<file path="src/rtl/instr_encoder.sv">
// instr_encoder: turns a field-level instruction request into MIPS32 words.
// Most ops become exactly one word; LI may expand into a LUI/ORI pair.
// Requests are captured in one cycle and the first word is presented from
// the next clock edge, held stable until the consumer takes it.
module instr_encoder #(
    parameter int LI_SHORT = 1
) (
    input  logic        clk,
    input  logic        resetn,
    input  logic        req_valid,
    output logic        req_ready,
    input  logic [4:0]  req_op,
    input  logic [4:0]  req_rs,
    input  logic [4:0]  req_rt,
    input  logic [4:0]  req_rd,
    input  logic [4:0]  req_shamt,
    input  logic [31:0] req_imm,
    output logic        out_valid,
    input  logic        out_ready,
    output logic [31:0] out_instr,
    output logic        out_last,
    output logic        err_illegal
);

    // Request operation codes
    localparam logic [4:0] OP_NOP   = 5'd0;
    localparam logic [4:0] OP_ADDU  = 5'd1;
    localparam logic [4:0] OP_SUBU  = 5'd2;
    localparam logic [4:0] OP_AND   = 5'd3;
    localparam logic [4:0] OP_OR    = 5'd4;
    localparam logic [4:0] OP_XOR   = 5'd5;
    localparam logic [4:0] OP_NOR   = 5'd6;
    localparam logic [4:0] OP_SLT   = 5'd7;
    localparam logic [4:0] OP_SLTU  = 5'd8;
    localparam logic [4:0] OP_SLL   = 5'd9;
    localparam logic [4:0] OP_SRL   = 5'd10;
    localparam logic [4:0] OP_SRA   = 5'd11;
    localparam logic [4:0] OP_ADDIU = 5'd12;
    localparam logic [4:0] OP_ANDI  = 5'd13;
    localparam logic [4:0] OP_ORI   = 5'd14;
    localparam logic [4:0] OP_XORI  = 5'd15;
    localparam logic [4:0] OP_LUI   = 5'd16;
    localparam logic [4:0] OP_LW    = 5'd17;
    localparam logic [4:0] OP_SW    = 5'd18;
    localparam logic [4:0] OP_BEQ   = 5'd19;
    localparam logic [4:0] OP_BNE   = 5'd20;
    localparam logic [4:0] OP_J     = 5'd21;
    localparam logic [4:0] OP_JAL   = 5'd22;
    localparam logic [4:0] OP_JR    = 5'd23;
    localparam logic [4:0] OP_MFC0  = 5'd24;
    localparam logic [4:0] OP_MTC0  = 5'd25;
    localparam logic [4:0] OP_ERET  = 5'd26;
    localparam logic [4:0] OP_LI    = 5'd27;
    localparam logic [4:0] OP_MOVE  = 5'd28;

    // MIPS primary opcodes and SPECIAL function codes
    localparam logic [5:0] MIPS_SPECIAL = 6'h00;
    localparam logic [5:0] MIPS_J       = 6'h02;
    localparam logic [5:0] MIPS_JAL     = 6'h03;
    localparam logic [5:0] MIPS_BEQ     = 6'h04;
    localparam logic [5:0] MIPS_BNE     = 6'h05;
    localparam logic [5:0] MIPS_ADDIU   = 6'h09;
    localparam logic [5:0] MIPS_ANDI    = 6'h0C;
    localparam logic [5:0] MIPS_ORI     = 6'h0D;
    localparam logic [5:0] MIPS_XORI    = 6'h0E;
    localparam logic [5:0] MIPS_LUI     = 6'h0F;
    localparam logic [5:0] MIPS_COP0    = 6'h10;
    localparam logic [5:0] MIPS_LW      = 6'h23;
    localparam logic [5:0] MIPS_SW      = 6'h2B;
    localparam logic [5:0] FN_SLL       = 6'h00;
    localparam logic [5:0] FN_SRL       = 6'h02;
    localparam logic [5:0] FN_SRA       = 6'h03;
    localparam logic [5:0] FN_JR        = 6'h08;
    localparam logic [5:0] FN_ADDU      = 6'h21;
    localparam logic [5:0] FN_SUBU      = 6'h23;
    localparam logic [5:0] FN_AND       = 6'h24;
    localparam logic [5:0] FN_OR        = 6'h25;
    localparam logic [5:0] FN_XOR       = 6'h26;
    localparam logic [5:0] FN_NOR       = 6'h27;
    localparam logic [5:0] FN_SLT       = 6'h2A;
    localparam logic [5:0] FN_SLTU      = 6'h2B;
    localparam logic [4:0] COP0_MF      = 5'h00;
    localparam logic [4:0] COP0_MT      = 5'h04;
    localparam logic [31:0] ERET_WORD   = 32'h4200_0018;

    // IDLE: nothing held; ONE: holding a last word; FIRST: LUI held, ORI pending
    typedef enum logic [1:0] {
        IDLE  = 2'd0,
        ONE   = 2'd1,
        FIRST = 2'd2
    } state_t;

    state_t      state_q, state_d;
    logic [31:0] instr_q, instr_d;
    logic [31:0] pending_q, pending_d;
    logic        err_q, err_d;

    logic [31:0] enc_first;
    logic [31:0] enc_second;
    logic        enc_two;
    logic        enc_illegal;
    logic        accept;
    logic        li_is_short;

    assign li_is_short = (LI_SHORT != 0) && (req_imm[31:16] == 16'h0000);

    // Encode the request fields into up to two instruction words
    always_comb begin
        enc_first   = 32'h0000_0000;
        enc_second  = 32'h0000_0000;
        enc_two     = 1'b0;
        enc_illegal = 1'b0;
        case (req_op)
            OP_NOP:   enc_first = 32'h0000_0000;
            OP_ADDU:  enc_first = {MIPS_SPECIAL, req_rs, req_rt, req_rd, 5'd0, FN_ADDU};
            OP_SUBU:  enc_first = {MIPS_SPECIAL, req_rs, req_rt, req_rd, 5'd0, FN_SUBU};
            OP_AND:   enc_first = {MIPS_SPECIAL, req_rs, req_rt, req_rd, 5'd0, FN_AND};
            OP_OR:    enc_first = {MIPS_SPECIAL, req_rs, req_rt, req_rd, 5'd0, FN_OR};
            OP_XOR:   enc_first = {MIPS_SPECIAL, req_rs, req_rt, req_rd, 5'd0, FN_XOR};
            OP_NOR:   enc_first = {MIPS_SPECIAL, req_rs, req_rt, req_rd, 5'd0, FN_NOR};
            OP_SLT:   enc_first = {MIPS_SPECIAL, req_rs, req_rt, req_rd, 5'd0, FN_SLT};
            OP_SLTU:  enc_first = {MIPS_SPECIAL, req_rs, req_rt, req_rd, 5'd0, FN_SLTU};
            OP_SLL:   enc_first = {MIPS_SPECIAL, 5'd0, req_rt, req_rd, req_shamt, FN_SLL};
            OP_SRL:   enc_first = {MIPS_SPECIAL, 5'd0, req_rt, req_rd, req_shamt, FN_SRL};
            OP_SRA:   enc_first = {MIPS_SPECIAL, 5'd0, req_rt, req_rd, req_shamt, FN_SRA};
            OP_ADDIU: enc_first = {MIPS_ADDIU, req_rs, req_rt, req_imm[15:0]};
            OP_ANDI:  enc_first = {MIPS_ANDI, req_rs, req_rt, req_imm[15:0]};
            OP_ORI:   enc_first = {MIPS_ORI, req_rs, req_rt, req_imm[15:0]};
            OP_XORI:  enc_first = {MIPS_XORI, req_rs, req_rt, req_imm[15:0]};
            OP_LUI:   enc_first = {MIPS_LUI, 5'd0, req_rt, req_imm[15:0]};
            OP_LW:    enc_first = {MIPS_LW, req_rs, req_rt, req_imm[15:0]};
            OP_SW:    enc_first = {MIPS_SW, req_rs, req_rt, req_imm[15:0]};
            OP_BEQ:   enc_first = {MIPS_BEQ, req_rs, req_rt, req_imm[15:0]};
            OP_BNE:   enc_first = {MIPS_BNE, req_rs, req_rt, req_imm[15:0]};
            OP_J:     enc_first = {MIPS_J, req_imm[25:0]};
            OP_JAL:   enc_first = {MIPS_JAL, req_imm[25:0]};
            OP_JR:    enc_first = {MIPS_SPECIAL, req_rs, 15'd0, FN_JR};
            OP_MFC0:  enc_first = {MIPS_COP0, COP0_MF, req_rt, req_rd, 8'd0, req_imm[2:0]};
            OP_MTC0:  enc_first = {MIPS_COP0, COP0_MT, req_rt, req_rd, 8'd0, req_imm[2:0]};
            OP_ERET:  enc_first = ERET_WORD;
            OP_LI: begin
                if (li_is_short) begin
                    enc_first = {MIPS_ORI, 5'd0, req_rt, req_imm[15:0]};
                end else begin
                    enc_first  = {MIPS_LUI, 5'd0, req_rt, req_imm[31:16]};
                    enc_second = {MIPS_ORI, req_rt, req_rt, req_imm[15:0]};
                    enc_two    = 1'b1;
                end
            end
            OP_MOVE:  enc_first = {MIPS_SPECIAL, req_rs, 5'd0, req_rd, 5'd0, FN_ADDU};
            default:  enc_illegal = 1'b1;
        endcase
    end

    assign req_ready = (state_q == IDLE) || ((state_q == ONE) && out_ready);
    assign accept    = req_valid && req_ready;

    // Next-state logic: accept new requests, advance LI pairs, drain to IDLE
    always_comb begin
        state_d   = state_q;
        instr_d   = instr_q;
        pending_d = pending_q;
        err_d     = accept && enc_illegal;
        case (state_q)
            IDLE, ONE: begin
                if (accept) begin
                    if (enc_illegal) begin
                        state_d = IDLE;
                        instr_d = 32'h0000_0000;
                    end else if (enc_two) begin
                        state_d   = FIRST;
                        instr_d   = enc_first;
                        pending_d = enc_second;
                    end else begin
                        state_d = ONE;
                        instr_d = enc_first;
                    end
                end else if ((state_q == ONE) && out_ready) begin
                    state_d = IDLE;
                    instr_d = 32'h0000_0000;
                end
            end
            FIRST: begin
                if (out_ready) begin
                    state_d = ONE;
                    instr_d = pending_q;
                end
            end
            default: begin
                state_d = IDLE;
                instr_d = 32'h0000_0000;
            end
        endcase
    end

    // State and output registers; reset drops any pending second word
    always_ff @(posedge clk or negedge resetn) begin
        if (!resetn) begin
            state_q   <= IDLE;
            instr_q   <= 32'h0000_0000;
            pending_q <= 32'h0000_0000;
            err_q     <= 1'b0;
        end else begin
            state_q   <= state_d;
            instr_q   <= instr_d;
            pending_q <= pending_d;
            err_q     <= err_d;
        end
    end

    assign out_valid   = (state_q == ONE) || (state_q == FIRST);
    assign out_last    = (state_q == ONE);
    assign out_instr   = instr_q;
    assign err_illegal = err_q;

endmodule
</file>
<file path="config.mk">
export PLATFORM = sky130hd
export DESIGN_NAME = instr_encoder
export DESIGN_NICKNAME = d
export VERILOG_FILES = /design/src/rtl/instr_encoder.sv
export SDC_FILE = /design/constraint.sdc
export NUM_CORES = 1
export LEC_CHECK = 0
export BUFFER_PORTS_ARGS = -buffer_cell sky130_fd_sc_hd__buf_2
export CAP_MARGIN = 5
export CORE_MARGIN = 10
export CORE_UTILIZATION = 56
export CTS_CLUSTER_SIZE = 16
export DETAILED_ROUTE_END_ITERATION = 16
export PLACE_DENSITY = 0.89
export SLEW_MARGIN = 5
export SYNTH_ARGS = -nofsm -noshare
export SYNTH_HDL_FRONTEND = slang
export SYNTH_SLANG_ARGS = --single-unit
</file>
<file path="constraint.sdc">
create_clock -name clk -period 3.7 [get_ports clk]
set_input_delay 0.74 -clock clk [delete_from_list [all_inputs] [get_ports clk]]
set_output_delay 0.74 -clock clk [all_outputs]
set_load 0.02 [all_outputs]
</file>
==> results.md, run 1 <==
- Global placement routability congestion: 0.9499
- Net count after synthesis: 408
- Fin. Hold Viols: 0
- Layout area overhead: 17.89%
- Ys Warns: 0
- Worst-path clk slew: 0.07 ns
- Post-DP Area: 3909 um^2
- Mapped Area: 3470 um^2
- Post-CTS Setup Bufs: 0
- Gate Count Post-Synth: 343
- IO Pins: 97
- Worst ir drop on vdd: 337.9 uV
- Die X: 98.71 um
- Slew Viols, Final: 0
- DR vias: 3,318
- First-pass GRT wire length: 17.55 mm
- Starting DRT DRC Count: 436
- Area of the multi-input gates: 1837 um^2
- Switching part of the total: 37.78%
- # diodes: 0
- Insertion delay to the later sink of the worst-skew pair: 0.35 ns
- Initial core utilization: 58.26%
- Reg2reg setup slack: 1.0 ns
- Die area: 9744 um^2
- Setup crit start kind: flop
- Detail Route Antenna Nets: 0
- Min-delay worst type: input port to async pin
- Num CTS Buffers: 9
- Die Ht: 98.71 um
- Crit Path Max Fanout: 29
- Slew headroom: 32.61%
- Final Non-Filler Cells: 508
- Detailed Routing Iterations Pass 1: 7
- Vias in the first global route: 3,318
- Leak pwr: 2.001 nW
- RSZ-0062 raised after global routing: no
- NumNets Final: 494
- Clk network pwr share: 24.7%
- Setup TNS: 0 ns
- NetSw: 0.8245 mW
- WHS: 0.4563 ns
- Required @ worst endpoint: 3.89 ns
- FF-to-FF Start: state_q[0]$_DFFE_PN0P_
- Register area: 1426 um^2
- Cell Rows: 28
- Pwr Total: 2.182 mW
- Layout fillers: 454
- Overflow after GRT: 0
- Final Cell Area: 4090 um^2
- Ys flop type: dfrtp_1
- Yosys reg bits: 57
- Clock Sinks: 57
- Clock buffer depth: 2
- CTS Root Cell: clkbuf_8
- Worst r2r path cells: 7
- Setup violations, final: 0
- CP Class: flop to flop
- Worst Path Arrival: 2.90 ns
- Max Cap Violations: 0
- Period utilization: 73.01%
- Avg Vias per Cell: 6.531
- Number of port buffers: 96
- Syn Area/Cell: 10.12 um^2
- Slew at the pin closest to its max-slew limit: 1.008 ns
- Seq/Total Area, Yosys: 41.11%
- DPL Wire Length: 8.314 mm
- Total core area: 5956 um^2
- H-tree depth: 3
- R2r endpoint: out_instr[8]$_DFFE_PN0P_
- Max frequency: 370.2 MHz
- Total global-route track usage: 22.18%
- Power per cell area: 533.5 nW/um^2
- Placed Cells: 493
- Minimum clock period: 2.701 ns
- Async set-reset flop share out of synthesis: 100.0%
- Initial antenna violation count: 0
- CTS tree: yes
- Internal: 1.358 mW
- Drt drc: 0
- Worst Setup End Kind: flop
- Cts hold-fix bufs: 0
- Number of cells upsized or downsized after cts: 0
- WL per Instance: 21.94 um
- Number of synthesized flops with an enable pin: 0
- Distinct cell type count after synthesis: 62
- Total wire length: 11.15 mm
- Status: finished clean
- Share of cells above drive strength 1: 34.41%
- Worst Skew: 0.007995 ns
- Sequential share of power: 39.7%
- Largest net degree at the start of global routing: 35
- Combinational Power Share: 35.7%
[worst max-delay path by stage]
stage / start / endpoint / cells past startpoint
global route: state_q[0]$_DFFE_PN0P_ / out_instr[8]$_DFFE_PN0P_ / 7
floorplan: state_q[1]$_DFFE_PN0P_ / pending_q[10]$_DFFE_PN0P_ / 8
global placement: req_imm[20] / pending_q[1]$_DFFE_PN0P_ / 6
detailed placement: req_imm[29] / pending_q[1]$_DFFE_PN0P_ / 6
CTS: state_q[0]$_DFFE_PN0P_ / out_instr[8]$_DFFE_PN0P_ / 7
finish: state_q[0]$_DFFE_PN0P_ / out_instr[8]$_DFFE_PN0P_ / 7
[per-stage QoR]
step,util [%],setup WS (ns)
after global routing,68.68,0.8289
after floorplan,-,1.526
after CTS,68.68,1.056
after detailed placement,65.63,0.7929
final,68.68,0.9986
after global placement,65.63,0.8960
[power by group through the flow]
stage / clock network, mW / logic (mW) / registers [mW]
final: 0.539 / 0.778 / 0.865
after global routing: 0.568 / 0.835 / 0.882
after CTS: 0.542 / 0.775 / 0.862
after detailed placement: 0 / 0.773 / 0.870
after floorplan: 0 / 0.442 / 0.935
after global placement: 0 / 0.752 / 0.861
[Yosys cell counts, types with 2 or more instances]
cell / instances / share of area, %
dfrtp_1: 57 / 41
nand2_1: 27 / 2.9
o21ai_0: 27 / 3.9
a22oi_1: 21 / 4.5
a21oi_1: 19 / 2.7
mux2_4: 18 / 7.8
a22o_1: 11 / 2.8
buf_2: 10 / 1.4
nor2_1: 10 / 1.1
a222oi_1: 9 / 2.6
inv_1: 8 / 0.87
o21ai_1: 8 / 1.2
a221o_1: 7 / 2.0
a221oi_1: 7 / 1.8
buf_4: 6 / 1.3
nor3_1: 6 / 0.87
o31ai_1: 6 / 1.3
clkbuf_1: 5 / 0.54
nand2b_1: 5 / 0.90
nor2b_1: 5 / 0.90
a211oi_1: 4 / 0.87
a21o_1: 4 / 0.87
ha_1: 4 / 1.4
nor4_1: 4 / 0.72
a31oi_1: 3 / 0.54
and2_1: 3 / 0.54
mux2_2: 3 / 0.97
nand3_1: 3 / 0.43
and3_1: 2 / 0.36
and3b_1: 2 / 0.50
buf_1: 2 / 0.22
buf_12: 2 / 1.2
nand3_2: 2 / 0.58
nand3b_1: 2 / 0.43
o21bai_1: 2 / 0.43
o32ai_1: 2 / 0.50
xnor2_1: 2 / 0.50
[registers in the layout, indices dropped and copies added (netlist names)]
| name | cells |
|---|---|
| out_instr | 32 |
| state_q | 2 |
| err_illegal | 1 |
| pending_q | 22 |
[metal layers]
metal | vias to the layer above | global-route usage (%) | part of all wire, %
met1 | 1570 | 28.37 | 40
met5 | - | 0 | 0
met2 | 216 | 34.69 | 48
met3 | 32 | 4.609 | 9.4
met4 | 0 | 11.14 | 3.2
li1 | 1500 | - | -
[cell type report]
cell class                 count  share of cell area (%)
inverter                       9                  0.8259
tap                           75                   2.294
clock buffer                  13                   4.130
sequential                    57                   34.87
multi-input combinational    251                   44.91
timing repair buffer         101                   12.66
clock inverter                 2                  0.3059
[cell usage in the layout, fill, tap and decap left out, types with 3 or more instances in the layout]
cell / Yosys / layout
a221o_1: 7 / 7
buf_4: 6 / 5
a22o_1: 11 / 11
nand2b_1: 5 / 5
nor2_1: 10 / 10
a22oi_1: 21 / 21
mux2_4: 18 / 18
a21oi_1: 19 / 19
a31oi_1: 3 / 3
o31ai_1: 6 / 6
a211oi_1: 4 / 4
nor2b_1: 5 / 5
buf_2: 10 / 96
clkbuf_8: 0 / 12
nor4_1: 4 / 4
nand3_1: 3 / 3
a21o_1: 4 / 4
o21ai_1: 8 / 8
ha_1: 4 / 4
o21ai_0: 27 / 27
mux2_2: 3 / 3
a221oi_1: 7 / 7
nand2_1: 27 / 27
nor3_1: 6 / 6
dfrtp_1: 57 / 57
and2_1: 3 / 3
inv_1: 8 / 8
a222oi_1: 9 / 9
[cells by family (layout without fill, tap and decap cells)]
group	after synthesis	count (layout)	share of synthesized area (%)
compound gates	141	141	28.78
mux	21	21	8.763
fa+ha+maj	4	4	1.443
simple gates	83	83	13.45
xor+xnor	2	2	0.5050
flops	57	57	41.11
buf+inv	35	125	5.950
[critical path: stages, from the launching register on]
cell	delay, ns
dfrtp_1	0.39
inv_1	0.10
ha_1	0.40
o21bai_1	0.27
nand2_1	0.62
buf_4	0.44
a22oi_1	0.18
o21ai_0	0.14
Power figures use the tool's default switching activity.
==> run 2, diff against run 1 <==
--- a/config.mk
+++ b/config.mk
@@ -8,10 +8,10 @@
 export BUFFER_PORTS_ARGS = -buffer_cell sky130_fd_sc_hd__buf_2
 export CAP_MARGIN = 5
 export CORE_MARGIN = 10
-export CORE_UTILIZATION = 56
+export CORE_UTILIZATION = 53
 export CTS_CLUSTER_SIZE = 16
 export DETAILED_ROUTE_END_ITERATION = 16
-export PLACE_DENSITY = 0.89
+export PLACE_DENSITY = 0.85
 export SLEW_MARGIN = 5
 export SYNTH_ARGS = -nofsm -noshare
 export SYNTH_HDL_FRONTEND = slang
==> constraint.sdc (replaced) <==
create_clock -name clk -period 2.57 [get_ports clk]
set_input_delay 0.514 -clock clk [delete_from_list [all_inputs] [get_ports clk]]
set_output_delay 0.514 -clock clk [all_outputs]
set_load 0.02 [all_outputs]
==> run 2 against run 1 <==
Combinational power up 50%. Sequential power rose by 43%. Setup slack got worse by 0.66 ns. Largest cell class unchanged. Sequential share of layout area fell by 1.1 points. Clock power grew 54%. Power rose by 49%. Register-to-register slack worse by 0.66 ns. Sequential cell count stayed put. Final cell count grew 3.0%. Die area rose by 4.5%. Non-clock buffer count grew 13. Global-route usage is 1.3 points lower.
==> results.md, run 2 (same netlist as run 1, synthesis figures left out) <==
- Status: finished clean
- Pwr Total: 3.245 mW (+49%)
- Insertion delay to the later sink of the worst-skew pair: 0.34 ns (about the same)
- Max frequency: 448.3 MHz (+21%)
- Final Util: 66.60% (-2.1 points)
- Number of cells upsized or downsized after cts: 0 (unchanged)
- Required @ worst endpoint: 2.81 ns (-1.08 ns)
- Worst-path clk slew: 0.06 ns (about the same)
- Largest net degree at the start of global routing: 58 (+66%)
- Power per cell area: 767.2 nW/um^2 (+44%)
- Post-DP Area: 4034 um^2 (+3.2%)
- Commonest non-fill, non-tap cell in the layout: buf_2
- # diodes: 0 (unchanged)
- Setup crit start kind: flop
- Final Cell Area: 4229 um^2 (+3.4%)
- DPL Wire Length: 8.402 mm (+1.1%)
- Final Non-Filler Cells: 523 (+3.0%)
- WL per Instance: 21.39 um (-2.5%)
- Num CTS Buffers: 9 (unchanged)
- Clock Sinks: 57 (unchanged)
- Number of port buffers: 96 (unchanged)
- Cell Rows: 29 (+3.6%)
- Minimum clock period: 2.231 ns (-0.4708 ns)
- Placed Cells: 508 (+3.0%)
- Internal: 2.066 mW (+52%)
- Die area: 10,180 um^2 (+4.5%)
- Post-Place Setup Slack: 0.1596 ns (-0.6333 ns)
- Slew at the pin closest to its max-slew limit: 0.7047 ns (-0.3038 ns)
- Setup violations, final: 0 (unchanged)
- WHS: 0.3133 ns (-0.1430 ns)
- PnR worst setup slack: 0.3394 ns (-0.6592 ns)
- Worst Skew: 0.008938 ns (+0.0009422 ns)
- Die X: 100.9 um (+2.2%)
- NetSw: 1.179 mW (+43%)
- Initial antenna violation count: 0 (unchanged)
- NumNets Final: 507 (+2.6%)
- Slew headroom: 53.02% (+20 points)
- Share of cells above drive strength 1: 36.32% (+1.9 points)
- Post-CTS Setup Bufs: 0 (unchanged)
- Crit Path Max Fanout: 17 (-41%)
- Period utilization: 86.79% (+14 points)
- Vias in the first global route: 3,362 (+1.3%)
- Clock buffer depth: 2 (unchanged)
- Switching part of the total: 36.34% (-1.4 points)
- Initial core utilization: 54.64% (-3.6 points)
- Starting DRT DRC Count: 417 (-4.4%)
- Max Cap Violations: 0 (unchanged)
- CP Class: flop to flop
- Cts hold-fix bufs: 0 (unchanged)
- Combinational Power Share: 36.0% (+0.3 points)
- Layout area overhead: 21.89%
- Total global-route track usage: 20.91% (-1.3 points)
- Most frequent cells in the layout: buf_2, dfrtp_1, nand2_1, o21ai_0, a22oi_1
- IO Pins: 97 (unchanged)
- Fin. Hold Viols: 0 (unchanged)
- Setup TNS: 0 ns (unchanged)
- Overflow after GRT: 0 (unchanged)
- RSZ-0062 raised after global routing: no
- DR vias: 3,380 (+1.9%)
- Worst Path Arrival: 2.47 ns (-0.43 ns)
- Leak pwr: 2.086 nW (+4.2%)
- CTS tree: yes
- Detailed Routing Iterations Pass 1: 8 (+1)
- Total wire length: 11.19 mm (+0.36%)
- Max reg flops: 32 (unchanged)
- Sequential share of power: 38.3% (-1.4 points)
- Global placement routability congestion: 0.9679 (+1.9%)
- Die Ht: 100.9 um (+2.2%)
- Drt drc: 0 (unchanged)
- Slew Viols, Final: 0 (unchanged)
- H-tree depth: 3 (unchanged)
- Worst ir drop on vdd: 657.9 uV (+95%)
- Clk network pwr share: 25.6% (+0.9 points)
- Avg Vias per Cell: 6.463 (-1.1%)
- Worst Setup End Kind: flop
- Detail Route Antenna Nets: 0 (unchanged)
- Min-delay worst type: input port to async pin
- CTS Root Cell: clkbuf_8
- Total core area: 6350 um^2 (+6.6%)
- First-pass GRT wire length: 17.18 mm (-2.1%)
-- run 2: changes by cell type in the layout (fill, tap and decap cells not counted) --
cell and change:
clkbuf_8 -1, clkinvlp_4 -1, clkinv_2 +1, buf_12 +2
buf_4 +11, bufinv_16 +1
-- run 2: power groups by stage --
| stage | clock (mW) | sequential [mW] | combinational, mW |
|---|---|---|---|
| final | 0.832 | 1.24 | 1.17 |
| after global routing | 0.870 | 1.26 | 1.26 |
| after CTS | 0.841 | 1.24 | 1.16 |
| after detailed placement | 0 | 1.25 | 1.16 |
| after global placement | 0 | 1.24 | 1.13 |
| after floorplan | 0 | 1.35 | 0.637 |
-- run 2: area by class of cell --
type | count | area [um^2]
flip-flops and latches | 57 | 1426
fillers | 481 | 2121
multi-input cells | 251 | 1837
clock buffers | 12 | 155.1
inverters | 9 | 33.78
repair buffers | 114 | 640.6
clock inverters | 3 | 40.04
well taps | 77 | 96.34
-- run 2: path summary, 6_finish.rpt --
path | cells after the start | slack (ns) | endpoint | start
hold / removal | 2 | 0.31 | pending_q[14]$_DFFE_PN0P_ | resetn
setup / recovery | 7 | 0.34 | out_instr[15]$_DFFE_PN0P_ | state_q[1]$_DFFE_PN0P_
min in group clk | 2 | 0.43 | out_instr[19]$_DFFE_PN0P_ | req_rt[3]
max in group asynchronous | 2 | 1.80 | out_instr[6]$_DFFE_PN0P_ | resetn
setup reg to reg | 7 | 0.34 | out_instr[15]$_DFFE_PN0P_ | state_q[1]$_DFFE_PN0P_
hold reg to reg | 1 | 0.48 | pending_q[28]$_DFFE_PN0P_ | pending_q[28]$_DFFE_PN0P_
-- run 2: layer usage --
metal | track usage, % | up-vias | part of all wire, %
met2 | 33.27 | 202 | 48
met4 | 9.646 | 0 | 3.1
met5 | 0 | - | 0
met3 | 3.841 | 27 | 8.6
met1 | 26.84 | 1630 | 41
li1 | - | 1521 | -
-- run 2: worst max-delay path, cell delays in order (launching register included) --
cell and delay (ns):
dfrtp_1 0.47, inv_1 0.10, ha_1 0.24, and2b_1 0.20
a21oi_1 0.22, and2_1 0.34, nand2_2 0.28, o21ai_0 0.27
==> run 3, diff against run 2 <==
--- a/config.mk
+++ b/config.mk
@@ -11,7 +11,7 @@
 export CORE_UTILIZATION = 53
 export CTS_CLUSTER_SIZE = 16
 export DETAILED_ROUTE_END_ITERATION = 16
-export PLACE_DENSITY = 0.85
+export PLACE_DENSITY = 0.86
 export SLEW_MARGIN = 5
 export SYNTH_ARGS = -nofsm -noshare
 export SYNTH_HDL_FRONTEND = slang
==> run 3 against run 2 <==
Clock skew down 0.0022 ns. Clock-buffer cell count unchanged. Sequential power is essentially flat. Final area increased by 0.47%. Critical endpoint is now out_instr[7]$_DFFE_PN0P_. Critical path depth is the same. Final cell count is the same. Setup slack got worse by 0.13 ns.
==> results.md, run 3 (same netlist as run 1, synthesis figures left out) <==
- Status: finished clean
- Worst-path clk slew: 0.07 ns (about the same)
- IO Pins: 97 (unchanged)
- H-tree depth: 3 (unchanged)
- Final Non-Filler Cells: 523 (unchanged)
- Layout area overhead: 22.47%
- CP max stage cell: dfrtp_1
- Fin. Hold Viols: 0 (unchanged)
- Max reg flops: 32 (unchanged)
- Setup crit start kind: flop
- Worst r2r path cells: 7 (unchanged)
- NumNets Final: 506 (-0.20%)
- Max frequency: 423.5 MHz (-5.5%)
- First-pass GRT wire length: 17.98 mm (+4.7%)
- CP top delay family: simple AND/OR/NAND/NOR gates
- Leak pwr: 2.091 nW (+0.24%)
- CP Class: flop to flop
- Global placement routability congestion: 1.017 (+5.1%)
- Placed Cells: 507 (-0.20%)
- # diodes: 0 (unchanged)
- Starting DRT DRC Count: 409 (-1.9%)
- Vias in the first global route: 3,459 (+2.9%)
- WL per Instance: 21.81 um (+2.0%)
- Die Ht: 100.9 um (unchanged)
- Insertion delay to the later sink of the worst-skew pair: 0.34 ns (about the same)
- RSZ-0062 raised after global routing: no
- DPL Wire Length: 8.555 mm (+1.8%)
- Required @ worst endpoint: 2.82 ns (about the same)
- Number of cells upsized or downsized after cts: 0 (unchanged)
- Setup violations, final: 0 (unchanged)
- Worst Setup End Kind: flop
- Slew Viols, Final: 0 (unchanged)
- CTS tree: yes
- Cts hold-fix bufs: 0 (unchanged)
- Worst Path Arrival: 2.62 ns (+0.15 ns)
- Minimum clock period: 2.361 ns (+0.1304 ns)
- Slew at the pin closest to its max-slew limit: 0.6155 ns (-0.08918 ns)
- Avg Vias per Cell: 6.650 (+2.9%)
- Num CTS Buffers: 9 (unchanged)
- Initial antenna violation count: 0 (unchanged)
- Min-delay worst type: input port to async pin
- Final Cell Area: 4249 um^2 (+0.47%)
- Max Cap Violations: 0 (unchanged)
- Total global-route track usage: 21.99% (+1.1 points)
- Power per cell area: 800.9 nW/um^2 (+4.4%)
- Most frequent cells in the layout: buf_2, dfrtp_1, nand2_1, o21ai_0, a22oi_1
- Worst ir drop on vdd: 545.6 uV (-17%)
- Post-CTS Setup Bufs: 0 (unchanged)
- Drt drc: 0 (unchanged)
- Die X: 100.9 um (unchanged)
- Layout fillers: 492 (+2.3%)
- Period utilization: 91.87% (+5.1 points)
- Total wire length: 11.41 mm (+2.0%)
- Total core area: 6350 um^2 (unchanged)
- FF-to-FF Start: state_q[1]$_DFFE_PN0P_
- Clock buffer depth: 2 (unchanged)
- CP Buf/Inv Count: 1 (unchanged)
- Number of port buffers: 96 (unchanged)
- Overflow after GRT: 0 (unchanged)
- Post-DP Area: 4001 um^2 (-0.81%)
- Reg2reg setup slack: 0.21 ns (-0.13 ns)
- Cell Rows: 29 (unchanged)
- Commonest non-fill, non-tap cell in the layout: buf_2
- CTS Root Cell: clkbuf_8
- Slew headroom: 58.89% (+5.9 points)
- Initial core utilization: 54.64% (unchanged)
- Share of cells above drive strength 1: 36.55% (+0.22 points)
- Die area: 10,180 um^2 (unchanged)
- Clock Sinks: 57 (unchanged)
- Pwr Total: 3.403 mW (+4.9%)
- CP cell instances: inv_1 -> ha_1 -> a21o_1 -> nand3_2 -> nor2_2 -> nand2_2 -> o21ai_0
- DR vias: 3,478 (+2.9%)
- Crit Path Max Fanout: 17 (unchanged)
- Detail Route Antenna Nets: 0 (unchanged)
- Worst Skew: 0.006739 ns (-0.002198 ns)
- Slowest stage delay, CP: 0.46 ns (about the same)
- Detailed Routing Iterations Pass 1: 6 (-2)
- Setup TNS: 0 ns (unchanged)
- R2r endpoint: out_instr[7]$_DFFE_PN0P_
- Largest net degree at the start of global routing: 24 (-59%)
## run 3: cell types whose count changed in the layout (fill, tap and decap cells not counted), sizes merged
cell    previous run  this run
buf              114       113
bufinv             1         2
## run 3: worst max-delay path by stage
| stage | from | to | slack [ns] | cells after the start |
|---|---|---|---|---|
| floorplan | state_q[1]$_DFFE_PN0P_ | pending_q[10]$_DFFE_PN0P_ | 0.40 | 8 |
| global placement | req_imm[29] | out_instr[3]$_DFFE_PN0P_ | 0.21 | 6 |
| detailed placement | req_imm[20] | out_instr[3]$_DFFE_PN0P_ | 0.25 | 6 |
| CTS | state_q[1]$_DFFE_PN0P_ | out_instr[20]$_DFFE_PN0P_ | 0.25 | 7 |
| global route | state_q[1]$_DFFE_PN0P_ | out_instr[3]$_DFFE_PN0P_ | 0.06 | 7 |
| finish | state_q[1]$_DFFE_PN0P_ | out_instr[7]$_DFFE_PN0P_ | 0.21 | 7 |
## run 3: cell type report
class	instances	area (um^2)	area share, %
inverters	9	33.78	0.7951
flip-flops and latches	57	1426	33.57
clock buffers	12	165.2	3.887
well taps	77	96.34	2.267
clock inverters	4	73.82	1.737
repair buffers	113	608.1	14.31
multi-input cells	251	1846	43.43
## run 3: metal layers
metal	global-route usage (%)	share of wire, %	vias to the layer above
met5	0	0	-
met4	9.753	3.3	0
met3	6.104	10	36
met2	35.09	49	209
met1	27.03	38	1706
li1	-	-	1527
## run 3: where the power goes
group / internal [mW] / switching [mW]
Clock: 0.625 / 0.370
Combinational: 0.449 / 0.720
Sequential: 1.10 / 0.135
Total: 2.18 / 1.22
## run 3: through the flow
stage / setup WS [ns] / util, % / hold WS (ns)
after floorplan: 0.3955 / - / 0.2184
after global placement: 0.2138 / 63.01 / 0.4500
after detailed placement: 0.2475 / 63.01 / 0.4577
after CTS: 0.2518 / 66.78 / 0.1153
after global routing: 0.05627 / 66.92 / 0.1371
final: 0.2089 / 66.92 / 0.1059
